--- src/rtl/rst_sequencer_if.sv ---
`default_nettype none
// +----------------------------------------------------------------------------+
// | rst_sequencer_if : SoC-facing reset request / reset status bundle           |
// | Revision: 1.0                                                               |
// +----------------------------------------------------------------------------+
interface rst_sequencer_if;
  logic       sw_rst_req;
  logic       wdt_kick;
  logic       soc_rst_n;
  logic       rst_done;
  logic [1:0] rst_cause;

  modport master (
    input  sw_rst_req,
    input  wdt_kick,
    output soc_rst_n,
    output rst_done,
    output rst_cause
  );

  modport slave (
    output sw_rst_req,
    output wdt_kick,
    input  soc_rst_n,
    input  rst_done,
    input  rst_cause
  );
endinterface
`default_nettype wire

--- src/rtl/rst_sequencer.sv ---
`default_nettype none
// +----------------------------------------------------------------------------+
// | rst_sequencer : PLL-lock qualified SoC reset sequencer with cause report    |
// | Optional watchdog reset enabled by macro RST_SEQ_WDT_EN                     |
// | Revision: 1.0                                                               |
// +----------------------------------------------------------------------------+
module rst_sequencer #(
  parameter int SYNC_STAGES        = 2,
  parameter int LOCK_STABLE_CYCLES = 1024,
  parameter int HOLD_CYCLES        = 64,
  parameter int WDT_CYCLES         = 16777216
) (
  input  logic              clk,
  input  logic              rst_n,
  input  logic              locked,
  rst_sequencer_if.master   bus
);

  localparam int c_MAX_LH = (LOCK_STABLE_CYCLES > HOLD_CYCLES) ? LOCK_STABLE_CYCLES : HOLD_CYCLES;
  localparam int c_MAX    = (c_MAX_LH > WDT_CYCLES) ? c_MAX_LH : WDT_CYCLES;
  localparam int c_CNT_W  = (c_MAX > 1) ? $clog2(c_MAX) : 1;

  localparam logic [c_CNT_W-1:0] c_LOCK_LAST = c_CNT_W'(LOCK_STABLE_CYCLES - 1);
  localparam logic [c_CNT_W-1:0] c_HOLD_LAST = c_CNT_W'(HOLD_CYCLES - 1);
  localparam logic [c_CNT_W-1:0] c_CNT_ONE   = c_CNT_W'(1);

  localparam logic [1:0] c_CAUSE_POR  = 2'b00;
  localparam logic [1:0] c_CAUSE_LOCK = 2'b01;
  localparam logic [1:0] c_CAUSE_WDT  = 2'b10;
  localparam logic [1:0] c_CAUSE_SW   = 2'b11;

  typedef enum logic [1:0] {
    ST_WAIT_LOCK = 2'd0,
    ST_STABLE    = 2'd1,
    ST_HOLD      = 2'd2,
    ST_RUN       = 2'd3
  } state_t;

  logic [SYNC_STAGES-1:0] r_rst_sync;
  logic [SYNC_STAGES-1:0] r_lock_sync;
  logic                   w_rst_int_n;
  logic                   w_locked_s;

  state_t                 r_state;
  state_t                 w_state_nxt;
  logic [c_CNT_W-1:0]     r_cnt;
  logic [c_CNT_W-1:0]     w_cnt_nxt;
  logic [1:0]             r_cause;
  logic [1:0]             w_cause_nxt;
  logic                   r_soc_rst_n;
  logic                   r_rst_done;
  logic                   w_wdt_expire;

  // Both chains clear asynchronously with the board reset; release ripples through
  always_ff @(posedge clk or negedge rst_n) begin
    if (!rst_n) begin
      r_rst_sync  <= '0;
      r_lock_sync <= '0;
    end else begin
      r_rst_sync  <= {r_rst_sync[SYNC_STAGES-2:0], 1'b1};
      r_lock_sync <= {r_lock_sync[SYNC_STAGES-2:0], locked};
    end
  end

  assign w_rst_int_n = r_rst_sync[SYNC_STAGES-1];
  assign w_locked_s  = r_lock_sync[SYNC_STAGES-1];

`ifdef RST_SEQ_WDT_EN
  localparam logic [c_CNT_W-1:0] c_WDT_LAST = c_CNT_W'(WDT_CYCLES - 1);
  logic [c_CNT_W-1:0] r_wdt_cnt;

  always_ff @(posedge clk or negedge w_rst_int_n) begin
    if (!w_rst_int_n) begin
      r_wdt_cnt <= '0;
    end else if (r_state != ST_RUN || w_state_nxt != ST_RUN || bus.wdt_kick) begin
      r_wdt_cnt <= '0;
    end else begin
      r_wdt_cnt <= r_wdt_cnt + c_CNT_ONE;
    end
  end

  assign w_wdt_expire = (r_state == ST_RUN) && !bus.wdt_kick && (r_wdt_cnt == c_WDT_LAST);
`else
  logic w_unused_kick;
  assign w_unused_kick = bus.wdt_kick;
  assign w_wdt_expire  = 1'b0;
`endif

  always_comb begin
    w_state_nxt = r_state;
    w_cnt_nxt   = r_cnt;
    w_cause_nxt = r_cause;
    case (r_state)
      ST_WAIT_LOCK: begin
        if (w_locked_s) begin
          w_state_nxt = ST_STABLE;
          w_cnt_nxt   = '0;
        end
      end
      ST_STABLE: begin
        if (!w_locked_s) begin
          w_state_nxt = ST_WAIT_LOCK;
          w_cnt_nxt   = '0;
        end else if (r_cnt == c_LOCK_LAST) begin
          w_state_nxt = ST_HOLD;
          w_cnt_nxt   = '0;
        end else begin
          w_cnt_nxt   = r_cnt + c_CNT_ONE;
        end
      end
      ST_HOLD: begin
        if (!w_locked_s) begin
          w_state_nxt = ST_WAIT_LOCK;
          w_cnt_nxt   = '0;
          w_cause_nxt = c_CAUSE_LOCK;
        end else if (r_cnt == c_HOLD_LAST) begin
          w_state_nxt = ST_RUN;
          w_cnt_nxt   = '0;
        end else begin
          w_cnt_nxt   = r_cnt + c_CNT_ONE;
        end
      end
      ST_RUN: begin
        // Lock loss outranks watchdog, which outranks the software request
        if (!w_locked_s) begin
          w_state_nxt = ST_WAIT_LOCK;
          w_cnt_nxt   = '0;
          w_cause_nxt = c_CAUSE_LOCK;
        end else if (w_wdt_expire) begin
          w_state_nxt = ST_HOLD;
          w_cnt_nxt   = '0;
          w_cause_nxt = c_CAUSE_WDT;
        end else if (bus.sw_rst_req) begin
          w_state_nxt = ST_HOLD;
          w_cnt_nxt   = '0;
          w_cause_nxt = c_CAUSE_SW;
        end
      end
      default: begin
        w_state_nxt = ST_WAIT_LOCK;
        w_cnt_nxt   = '0;
      end
    endcase
  end

  always_ff @(posedge clk or negedge w_rst_int_n) begin
    if (!w_rst_int_n) begin
      r_state     <= ST_WAIT_LOCK;
      r_cnt       <= '0;
      r_cause     <= c_CAUSE_POR;
      r_soc_rst_n <= 1'b0;
      r_rst_done  <= 1'b0;
    end else begin
      r_state     <= w_state_nxt;
      r_cnt       <= w_cnt_nxt;
      r_cause     <= w_cause_nxt;
      r_soc_rst_n <= (w_state_nxt == ST_RUN);
      r_rst_done  <= (w_state_nxt == ST_RUN) && (r_state != ST_RUN);
    end
  end

  assign bus.soc_rst_n = r_soc_rst_n;
  assign bus.rst_done  = r_rst_done;
  assign bus.rst_cause = r_cause;

endmodule
`default_nettype wire

--- src/flat_wrapper.sv ---
// flat-port wrapper written by rule: the top's interface ports become plain ports
module rst_sequencer_flat 
#(
  parameter int SYNC_STAGES        = 2,
  parameter int LOCK_STABLE_CYCLES = 1024,
  parameter int HOLD_CYCLES        = 64,
  parameter int WDT_CYCLES         = 16777216
)
  (clk, rst_n, locked, bus_sw_rst_req, bus_wdt_kick, bus_soc_rst_n, bus_rst_done, bus_rst_cause);
  rst_sequencer_if bus_i ();
  input  logic clk;
  input  logic rst_n;
  input  logic locked;
  input wire logic [$bits(bus_i.sw_rst_req)-1:0] bus_sw_rst_req;
  input wire logic [$bits(bus_i.wdt_kick)-1:0] bus_wdt_kick;
  output wire logic [$bits(bus_i.soc_rst_n)-1:0] bus_soc_rst_n;
  output wire logic [$bits(bus_i.rst_done)-1:0] bus_rst_done;
  output wire logic [$bits(bus_i.rst_cause)-1:0] bus_rst_cause;
  assign bus_i.sw_rst_req = bus_sw_rst_req;
  assign bus_i.wdt_kick = bus_wdt_kick;
  assign bus_soc_rst_n = bus_i.soc_rst_n;
  assign bus_rst_done = bus_i.rst_done;
  assign bus_rst_cause = bus_i.rst_cause;
  rst_sequencer #(.SYNC_STAGES(SYNC_STAGES), .LOCK_STABLE_CYCLES(LOCK_STABLE_CYCLES), .HOLD_CYCLES(HOLD_CYCLES), .WDT_CYCLES(WDT_CYCLES)) u_core (.clk(clk), .rst_n(rst_n), .locked(locked), .bus(bus_i));
endmodule
--- config.mk ---
export PLATFORM = sky130hd
export DESIGN_NAME = rst_sequencer_flat
export DESIGN_NICKNAME = d
export VERILOG_FILES = /design/src/rtl/rst_sequencer_if.sv /design/src/rtl/rst_sequencer.sv /design/src/flat_wrapper.sv
export SDC_FILE = /design/constraint.sdc
export NUM_CORES = 1
export LEC_CHECK = 0
export BUFFER_PORTS_ARGS = -buffer_cell sky130_fd_sc_hd__buf_2
export CORE_ASPECT_RATIO = 0.6
export CORE_UTILIZATION = 54
export DETAILED_ROUTE_END_ITERATION = 10
export GPL_TIMING_DRIVEN = 0
export MAX_ROUTING_LAYER = met4
export PLACE_DENSITY = 0.74
export SLEW_MARGIN = 20
export SYNTH_ARGS = -nofsm -noshare
export SYNTH_HDL_FRONTEND = slang
export SYNTH_SLANG_ARGS = --single-unit
--- constraint.sdc ---
create_clock -name clk -period 1 [get_ports clk]
set_input_delay 0.2 -clock clk [delete_from_list [all_inputs] [get_ports clk]]
set_output_delay 0.2 -clock clk [all_outputs]
set_load 0.01 [all_outputs]
; ---- Word level (Yosys, flattened, before mapping)
; Cells that the tools add are included.
[totals]
ff_bits = 34
input_bits = 5
out_inout_bits = 4
[op_classes]
addsub = 1
n_eq_ne = 10
mux = 20
reduce_logical = 5
[ops]
columns = operator, n
row1 = $mux 24, 7
row2 = $pmux 24 s4, 1
row3 = $add 24x1->24 const B, 1
row4 = $eq 24x10->1 const B, 1
row5 = $eq 24x6->1 const B, 1
row6 = $mux 2, 10
row7 = $pmux 2 s4, 1
row8 = $eq 2x2->1 const B, 3
row9 = $ne 2x2->1 const B, 2
row10 = $pmux 2 s2, 1
row11 = $ne 3x3->1 const B, 1
row12 = $reduce_and 3->1, 1
row13 = $eq 2x1->1 const B, 1
row14 = $logic_not 2->1, 1
row15 = $ne 2x1->1 const B, 1
row16 = $reduce_and 2->1, 1
row17 = $reduce_bool 2->1, 1
row18 = $logic_and 1x1->1, 1

; ---- Longest topological paths before layout
; Gate-level depths: netlist of the first run.
[depth]
ltp_word = 6
ltp_mapped = 8

; ---- Least setup slack after synthesis of the first run
; OpenSTA, ideal clock, no wires.
[synth_path]
path_kind = reg-to-reg
from = register u_core.r_state[0]
to = register u_core.r_cnt[21]
setup_time_ns = 0.078
t_arrival_ns = 2.069
required_ns = 0.922
slack_ns = -1.147
stages_incl_launch_ff = 8
n_path_buf = 1
period_less_slack_ns = 2.147
cell_sequence = dfrtp_1 > ha_1 > nand3b_1 > o211ai_1 > or2_1 > buf_2 > or4_1 > a21oi_1
[synth_via]
elab_chain_cells = 3
[synth_rtl]
columns = element, line
row1 = "start, declared", rst_sequencer.sv:44  ; state_t r_state;
row2 = "start signal, assigned", rst_sequencer.sv:154  ; r_state <= w_state_nxt;
row3 = $eq 2x2->1 or $logic_not 2->1 (tied branches), rst_sequencer.sv:93  ; case (r_state)
row4 = $ne 3x3->1 (no line) or $ne 2x1->1 (tied branches), --
row5 = $reduce_and 2->1 (no line), --
row6 = "end signal, assigned", rst_sequencer.sv:155  ; r_cnt <= w_cnt_nxt;
row7 = "end, declared", rst_sequencer.sv:46  ; logic [c_CNT_W-1:0] r_cnt;
; Several ways; a longest one is shown, not always the timed one.
; A chain may end at the register's enable or synchronous reset.

; ---- Final worst setup path of the first run
[layout_path]
from = register u_core.r_cnt[4]
to = register u_core.r_cnt[21]
[layout_via]
elab_chain_cells = 4
[layout_rtl]
columns = element, line
row1 = $add 24x1->24 (tied with other cells), "rst_sequencer.sv:108, rst_sequencer.sv:120"
row2 = "$mux 24, on equally long branches", "rst_sequencer.sv:116, rst_sequencer.sv:104"
row3 = "$mux 24, on equally long branches", "rst_sequencer.sv:112, rst_sequencer.sv:101"
row4 = $pmux 24 s4 (*), rst_sequencer.sv:93
; Mark *: on every way between the ends. The rest lies on a longest branch, timed or not.

==> impl_metrics.yaml, run 1 <==
yosys:
  seq_area_frac_synth_pct: 45.7
  synth_edf_count: 0
  yosysUniqueCellTypes: 40
  ys.flop_type: "dfrtp_1"
  synthCells: 203
  synthSimpleGateAreaFrac_pct: 27.0
  async_reset_ff_share_pct: 100
  syn_nets: 214
  synth_area_um2: 1860
  synth_top_family_by_area: "simple AND/OR/NAND/NOR gates"
  yosys_warnings: 0
  synthXorXnorAreaFrac_pct: 5.17
  avgSynthCellArea_um2: 9.18
  synthMuxAreaShare_pct: 0
  synth_fa_ha_area_share_pct: 4.03
  synth_compound_area_share_pct: 14.2
  ys_ff_latch: 34
finish:
  nFillCells: 223
  diodes: 0
  finalNetCount: 249
  drive_gt1_share_pct: 36.8
  multi_input_area_um2: 1120
  area_delta_synth_final_pct: 31.7
  fin_util_pct: 74.7
  final_area_um2: 2450
  seq_area_um2: 858
worst_setup_path:
  setup.worst_path.end_class: "register"
  worstSetupStartpointType: "register"
  cp.arrival_ns: 2.25
  cp.required_ns: 1.23
  path_class: "reg2reg"
  crit_fanout: 7
cts:
  tritoncts: "built"
  numCtsBuffers: 5
  clk_pin_slew_ns: 0.07
  h-tree-depth: 2
  clock_path_buffers: 2
  worstSkewPairLatency_ns: 0.29
  root_buffer: "clkbuf_8"
  clock_sinks: 34
grt:
  grtUsageTotal_pct: 28.6
  antenna_found_initial: 0
  grt_max_degree: 31
  grt_overflow: 0
  grt_pass1_wl_um: 7380
  first_global_vias: 1512
detailed_routing:
  drt_iter0_drc: 191
  vias_per_cell: 6.16
  wl_per_cell_um: 18.4
  drt-total-wl_um: 5240
  drc: 0
  firstDrtPassIters: 4
  vias: 1750
  ant_nets: 0
run:
  cap_violations: 0
sta:
  max_clock_freq_mhz: 493
  post-route-min-period_ns: 2.03
  setup_ws_ns: -1.03
  drv_slew: 0
  finalSetupViolCount: 32
  skew_ns: 0.00721
  period_share_pct: 203
  max_slew_margin_pct: 55.1
  finalSetupTns_ns: -27.16
  worst_pin_slew_ns: 0.673
  rsz0062_at_grt: "yes"
  hold_viol_final: 0
power:
  power_density_nw_per_um2: 1590
  max-vdd-ir-drop_uv: 1090
  p_leak_nw: 1.00
die:
  die-area_um2: 3700
  coreArea_um2: 3280
  io_pins: 9
  initial_core_util_pct: 56.7
  die_x_um: 77.8
  rows: 16
  fp.dieH_um: 47.5
status:
  status: "finished, violations left"
  violations: "setup timing"
worst_hold_path:
  hold_class: "in2reg"
place:
  globalplace.congestion: 0.829
  dp_hpwl_um: 2900
  portBuffers: 7
  placed_area_um2: 2010
==> metrics by stage <==
stage / instances / hold WS, ns / worst slack (ns) / power, mW
after floorplan: 203 / -0.0956 / -1.03 / 2.07
after global placement: 255 / 0.00174 / -1.35 / 2.22
after detailed placement: 255 / 0.00517 / -1.46 / 2.26
after CTS: 281 / 0.0131 / -0.971 / 3.66
after global routing: 284 / 0.0104 / -1.10 / 4.04
final: 284 / 0.0123 / -1.03 / 3.91
==> cells by family (layout without fill, tap and decap cells) <==
kind of cell,Yosys count,count (layout)
AND/OR/NAND/NOR,96,96
AO/OA/AOI/OAI,39,39
flip-flops,34,34
adder cells (fa/ha/maj),6,6
other,1,1
buffers and inverters,16,52
XOR/XNOR,11,11
==> per-layer routing <==
layer	global-route usage [%]	vias up	share of wire (%)
li1	-	808	-
met1	36.3	847	43
met2	45.0	76	48
met3	7.24	19	6.9
met4	11.7	0	2.4
met5	-	-	0
==> layout make-up <==
type	count	share of cell area, %
clock buffer	8	4.49
sequential	34	35.0
multi-input combinational	153	45.6
timing repair buffer	31	9.84
tap	45	2.29
buffer	4	1.43
inverter	9	1.38
==> cell usage in the layout (no fill, tap or decap), types with 3 or more instances in the layout <==
| cell type | count |
|---|---|
| dfrtp_1 | 28 |
| nand2_1 | 21 |
| buf_4 | 19 |
| xnor2_1 | 11 |
| nor2_2 | 10 |
| nand3_1 | 10 |
| nor2_1 | 9 |
| o211ai_1 | 9 |
| a21oi_1 | 8 |
| buf_2 | 8 |
| clkbuf_8 | 8 |
| nor3_1 | 7 |
| inv_1 | 6 |
| dfrtp_2 | 6 |
| buf_6 | 5 |
| nor4_1 | 4 |
| nand4_1 | 4 |
| o21ai_0 | 4 |
| inv_2 | 3 |
| and4_1 | 3 |
| nor3_2 | 3 |
| ha_1 | 3 |
==> worst paths after layout <==
check,startpoint,endpoint,slack (ns),cells after the start
min in group asynchronous,rst_n,u_core.r_lock_sync[0]$_DFF_PN0_,0.23,2
max reg2reg,u_core.r_cnt[4]$_DFFE_PN0P_,u_core.r_cnt[21]$_DFFE_PN0P_,-1.03,6
min,locked,u_core.r_lock_sync[0]$_DFF_PN0_,0.01,1
max,u_core.r_cnt[4]$_DFFE_PN0P_,u_core.r_cnt[21]$_DFFE_PN0P_,-1.03,6
min reg2reg,u_core.r_rst_sync[1]$_DFF_PN0_,u_core.bus.soc_rst_n$_DFF_PN0_,0.31,0
max in group asynchronous,u_core.r_rst_sync[1]$_DFF_PN0_,u_core.r_cnt[7]$_DFFE_PN0P_,0.21,0
==> registers in the layout (all words and copies together) (netlist names) <==
register	count
u_core.r_cnt	24
u_core.bus.soc_rst_n	1
u_core.bus.rst_done	1
u_core.r_state	2
u_core.r_rst_sync	2
u_core.bus.rst_cause	2
u_core.r_lock_sync	2
==> timing repair <==
action                                  in CTS  in global routing
cloned                                       0                  1
hold endpoints to repair                     4                  0
hold buffers                                 1                  0
resized for setup                           23                 29
pin swaps                                   13                 17
endpoints found under the setup margin      32                 33
setup buffers                               18                  4
==> worst max-delay path: stages (launching register included) <==
cell and delay, ns:
dfrtp_1 0.43, nand4_1 0.15, or3_4 0.39, or2_1 0.22, buf_6 0.13, or4_4 0.48
a21oi_2 0.15
==> synthesized netlist by cell type (2+ instances only) <==
library cell | n | area, µm²
xnor2_1 | 11 | 96.3
nand3_1 | 11 | 55.1
or3_1 | 2 | 12.5
ha_1 | 6 | 75.1
nor3_1 | 10 | 50.1
o211ai_1 | 9 | 67.6
a21oi_1 | 9 | 45.0
nor3b_1 | 2 | 15.0
and3_1 | 2 | 12.5
nor4_1 | 7 | 43.8
nand2_1 | 22 | 82.6
or4_1 | 4 | 30.0
a2bb2oi_1 | 2 | 17.5
buf_2 | 4 | 20.0
nand4_1 | 4 | 25.0
o31ai_1 | 3 | 22.5
nor2_1 | 20 | 75.1
and4_1 | 3 | 26.3
o21ai_0 | 6 | 30.0
and2_1 | 2 | 12.5
inv_1 | 9 | 33.8
dfrtp_1 | 34 | 851
o311ai_0 | 3 | 26.3
clkbuf_1 | 2 | 7.51
==> power breakdown <==
part           internal, mW  switching [mW]
logic                 0.489           0.698
clock network         0.696           0.533
registers              1.42          0.0700
total                  2.61            1.30
Power figures use the tool's default switching activity.
==> inputs of run 2 (changes only) <==
Settings changed: CORE_UTILIZATION 54 to 57, CTS_BUF_LIST from default to sky130_fd_sc_hd__clkbuf_2, PLACE_DENSITY 0.74 to 0.78.
==> impl_metrics.yaml, run 2 (same netlist as run 1, synthesis figures left out) <==
worst_setup_path:
  reg2reg_setup_slack_ns: -1.18
  crit_fanout: 4
  path_class: "reg2reg"
  cp.required_ns: 1.33
  worstSetupStartpointType: "register"
  ff2ff_path_depth: 6
  cp.arrival_ns: 2.51
  setup.worst_path.end_class: "register"
  regToRegStartpoint: "u_core.r_cnt[7]$_DFFE_PN0P_"
  rr_endpoint: "u_core.bus.rst_done$_DFF_PN0_"
place:
  globalplace.congestion: 0.859
  placed_area_um2: 2000
  post-place-ws_ns: -1.38
  portBuffers: 7
  dp_hpwl_um: 2920
  dpl.cell_count: 252
finish:
  regMostFlops: "u_core.r_cnt"
  nFillCells: 154
  drive_gt1_share_pct: 36.5
  area_delta_synth_final_pct: 33.6
  fin_util_pct: 83.4
  fin_cells: 294
  diodes: 0
  finalNetCount: 262
  seq_area_um2: 860
  final_common_cell: "buf_4"
  final_area_um2: 2490
  multi_input_area_um2: 1110
  largest_reg_flops: 24
  final_cell_mix: "33 x buf_4, 27 x dfrtp_1, 21 x nand2_1"
sta:
  max_clock_freq_mhz: 460
  post-route-min-period_ns: 2.18
  period_share_pct: 218
  fin_hold_ws_ns: 0.112
  hold_viol_final: 0
  drv_slew: 0
  max_slew_margin_pct: 56.0
  setup_ws_ns: -1.18
  rsz0062_at_grt: "yes"
  finalSetupViolCount: 34
  skew_ns: 0.0356
  worst_pin_slew_ns: 0.660
grt:
  grt_max_degree: 31
  first_global_vias: 1663
  grt_pass1_wl_um: 7850
  grtUsageTotal_pct: 33.0
  grt_overflow: 0
  grt_busiest_layer: "met2"
  grtUsageMet3_pct: 6.56
  use_met2_pct: 49.9
  grt_util_met1_pct: 43.0
  antenna_found_initial: 0
die:
  die_x_um: 75.8
  rows: 15
  fp.dieH_um: 46.3
  io_pins: 9
  coreArea_um2: 2980
  initial_core_util_pct: 62.4
  die-area_um2: 3510
power:
  power_density_nw_per_um2: 1460
  max-vdd-ir-drop_uv: 1190
  p_leak_nw: 1.03
detailed_routing:
  drc: 0
  vias_per_cell: 6.67
  firstDrtPassIters: 8
  wl_per_cell_um: 19.7
  ant_nets: 0
  drt_iter0_drc: 251
  vias: 1960
  drt-total-wl_um: 5800
cts:
  h-tree-depth: 2
  root_buffer: "clkbuf_2"
  clock_path_buffers: 2
  clock_sinks: 34
  numCtsBuffers: 5
  tritoncts: "built"
  clk_pin_slew_ns: 0.20
  worstSkewPairLatency_ns: 0.43
worst_hold_path:
  hold_class: "in2async"
run:
  cap_violations: 0
status:
  status: "finished, violations left"
  violations: "setup timing"
## run 2: worst max path at each step
| stage | startpoint | to | depth (start not counted) |
|---|---|---|---|
| after floorplan | u_core.r_state[0]$_DFF_PN0_ | u_core.r_cnt[21]$_DFFE_PN0P_ | 7 |
| after global placement | u_core.r_state[0]$_DFF_PN0_ | u_core.r_cnt[13]$_DFFE_PN0P_ | 8 |
| after detailed placement | u_core.r_state[0]$_DFF_PN0_ | u_core.r_cnt[14]$_DFFE_PN0P_ | 8 |
| after CTS | u_core.r_cnt[6]$_DFFE_PN0P_ | u_core.r_cnt[12]$_DFFE_PN0P_ | 7 |
| after global routing | u_core.r_cnt[7]$_DFFE_PN0P_ | u_core.bus.rst_done$_DFF_PN0_ | 6 |
| final | u_core.r_cnt[7]$_DFFE_PN0P_ | u_core.bus.rst_done$_DFF_PN0_ | 6 |
## run 2: area by class of cell
class	instances	share of cell area [%]
well taps	42	2.11
clock inverters	3	1.61
plain buffers	3	0.854
flip-flops and latches	34	34.5
multi-input cells	153	44.7
inverters	9	1.36
repair buffers	45	13.9
clock buffers	5	1.01
## run 2: through the flow
step	power (mW)	TNS [ns]
2_1_floorplan	2.07	-24.02
3_3_place_gp	2.22	-40.39
3_5_place_dp	2.25	-33.09
4_1_cts	3.40	-26.27
5_1_grt	3.75	-30.40
6_report	3.64	-29.64
## run 2: power by group
part           internal, mW  switching (mW)
Clock                 0.415           0.530
Sequential             1.43          0.0874
Combinational         0.475           0.702
## run 2: what timing repair did
item,CTS,global route
hold buffers,2,0
gates cloned,0,1
setup buffers,29,6
pin swaps,15,10
resized for setup,29,17
endpoints found under the hold margin,5,0
endpoints found under the setup margin,34,34
## run 2: layer usage
metal | up-vias | routed length (µm)
met5 | - | 0
met4 | 0 | 348
met3 | 54 | 553
met2 | 141 | 2590
met1 | 932 | 2310
li1 | 833 | -
## run 2: critical path, cell delays in order (launching register included)
cell and delay, ns:
dfrtp_2 0.49, or4_4 0.57, buf_4 0.17, a2bb2oi_1 0.13, nor4_1 0.33, nor2_1 0.19, nor3_2 0.20
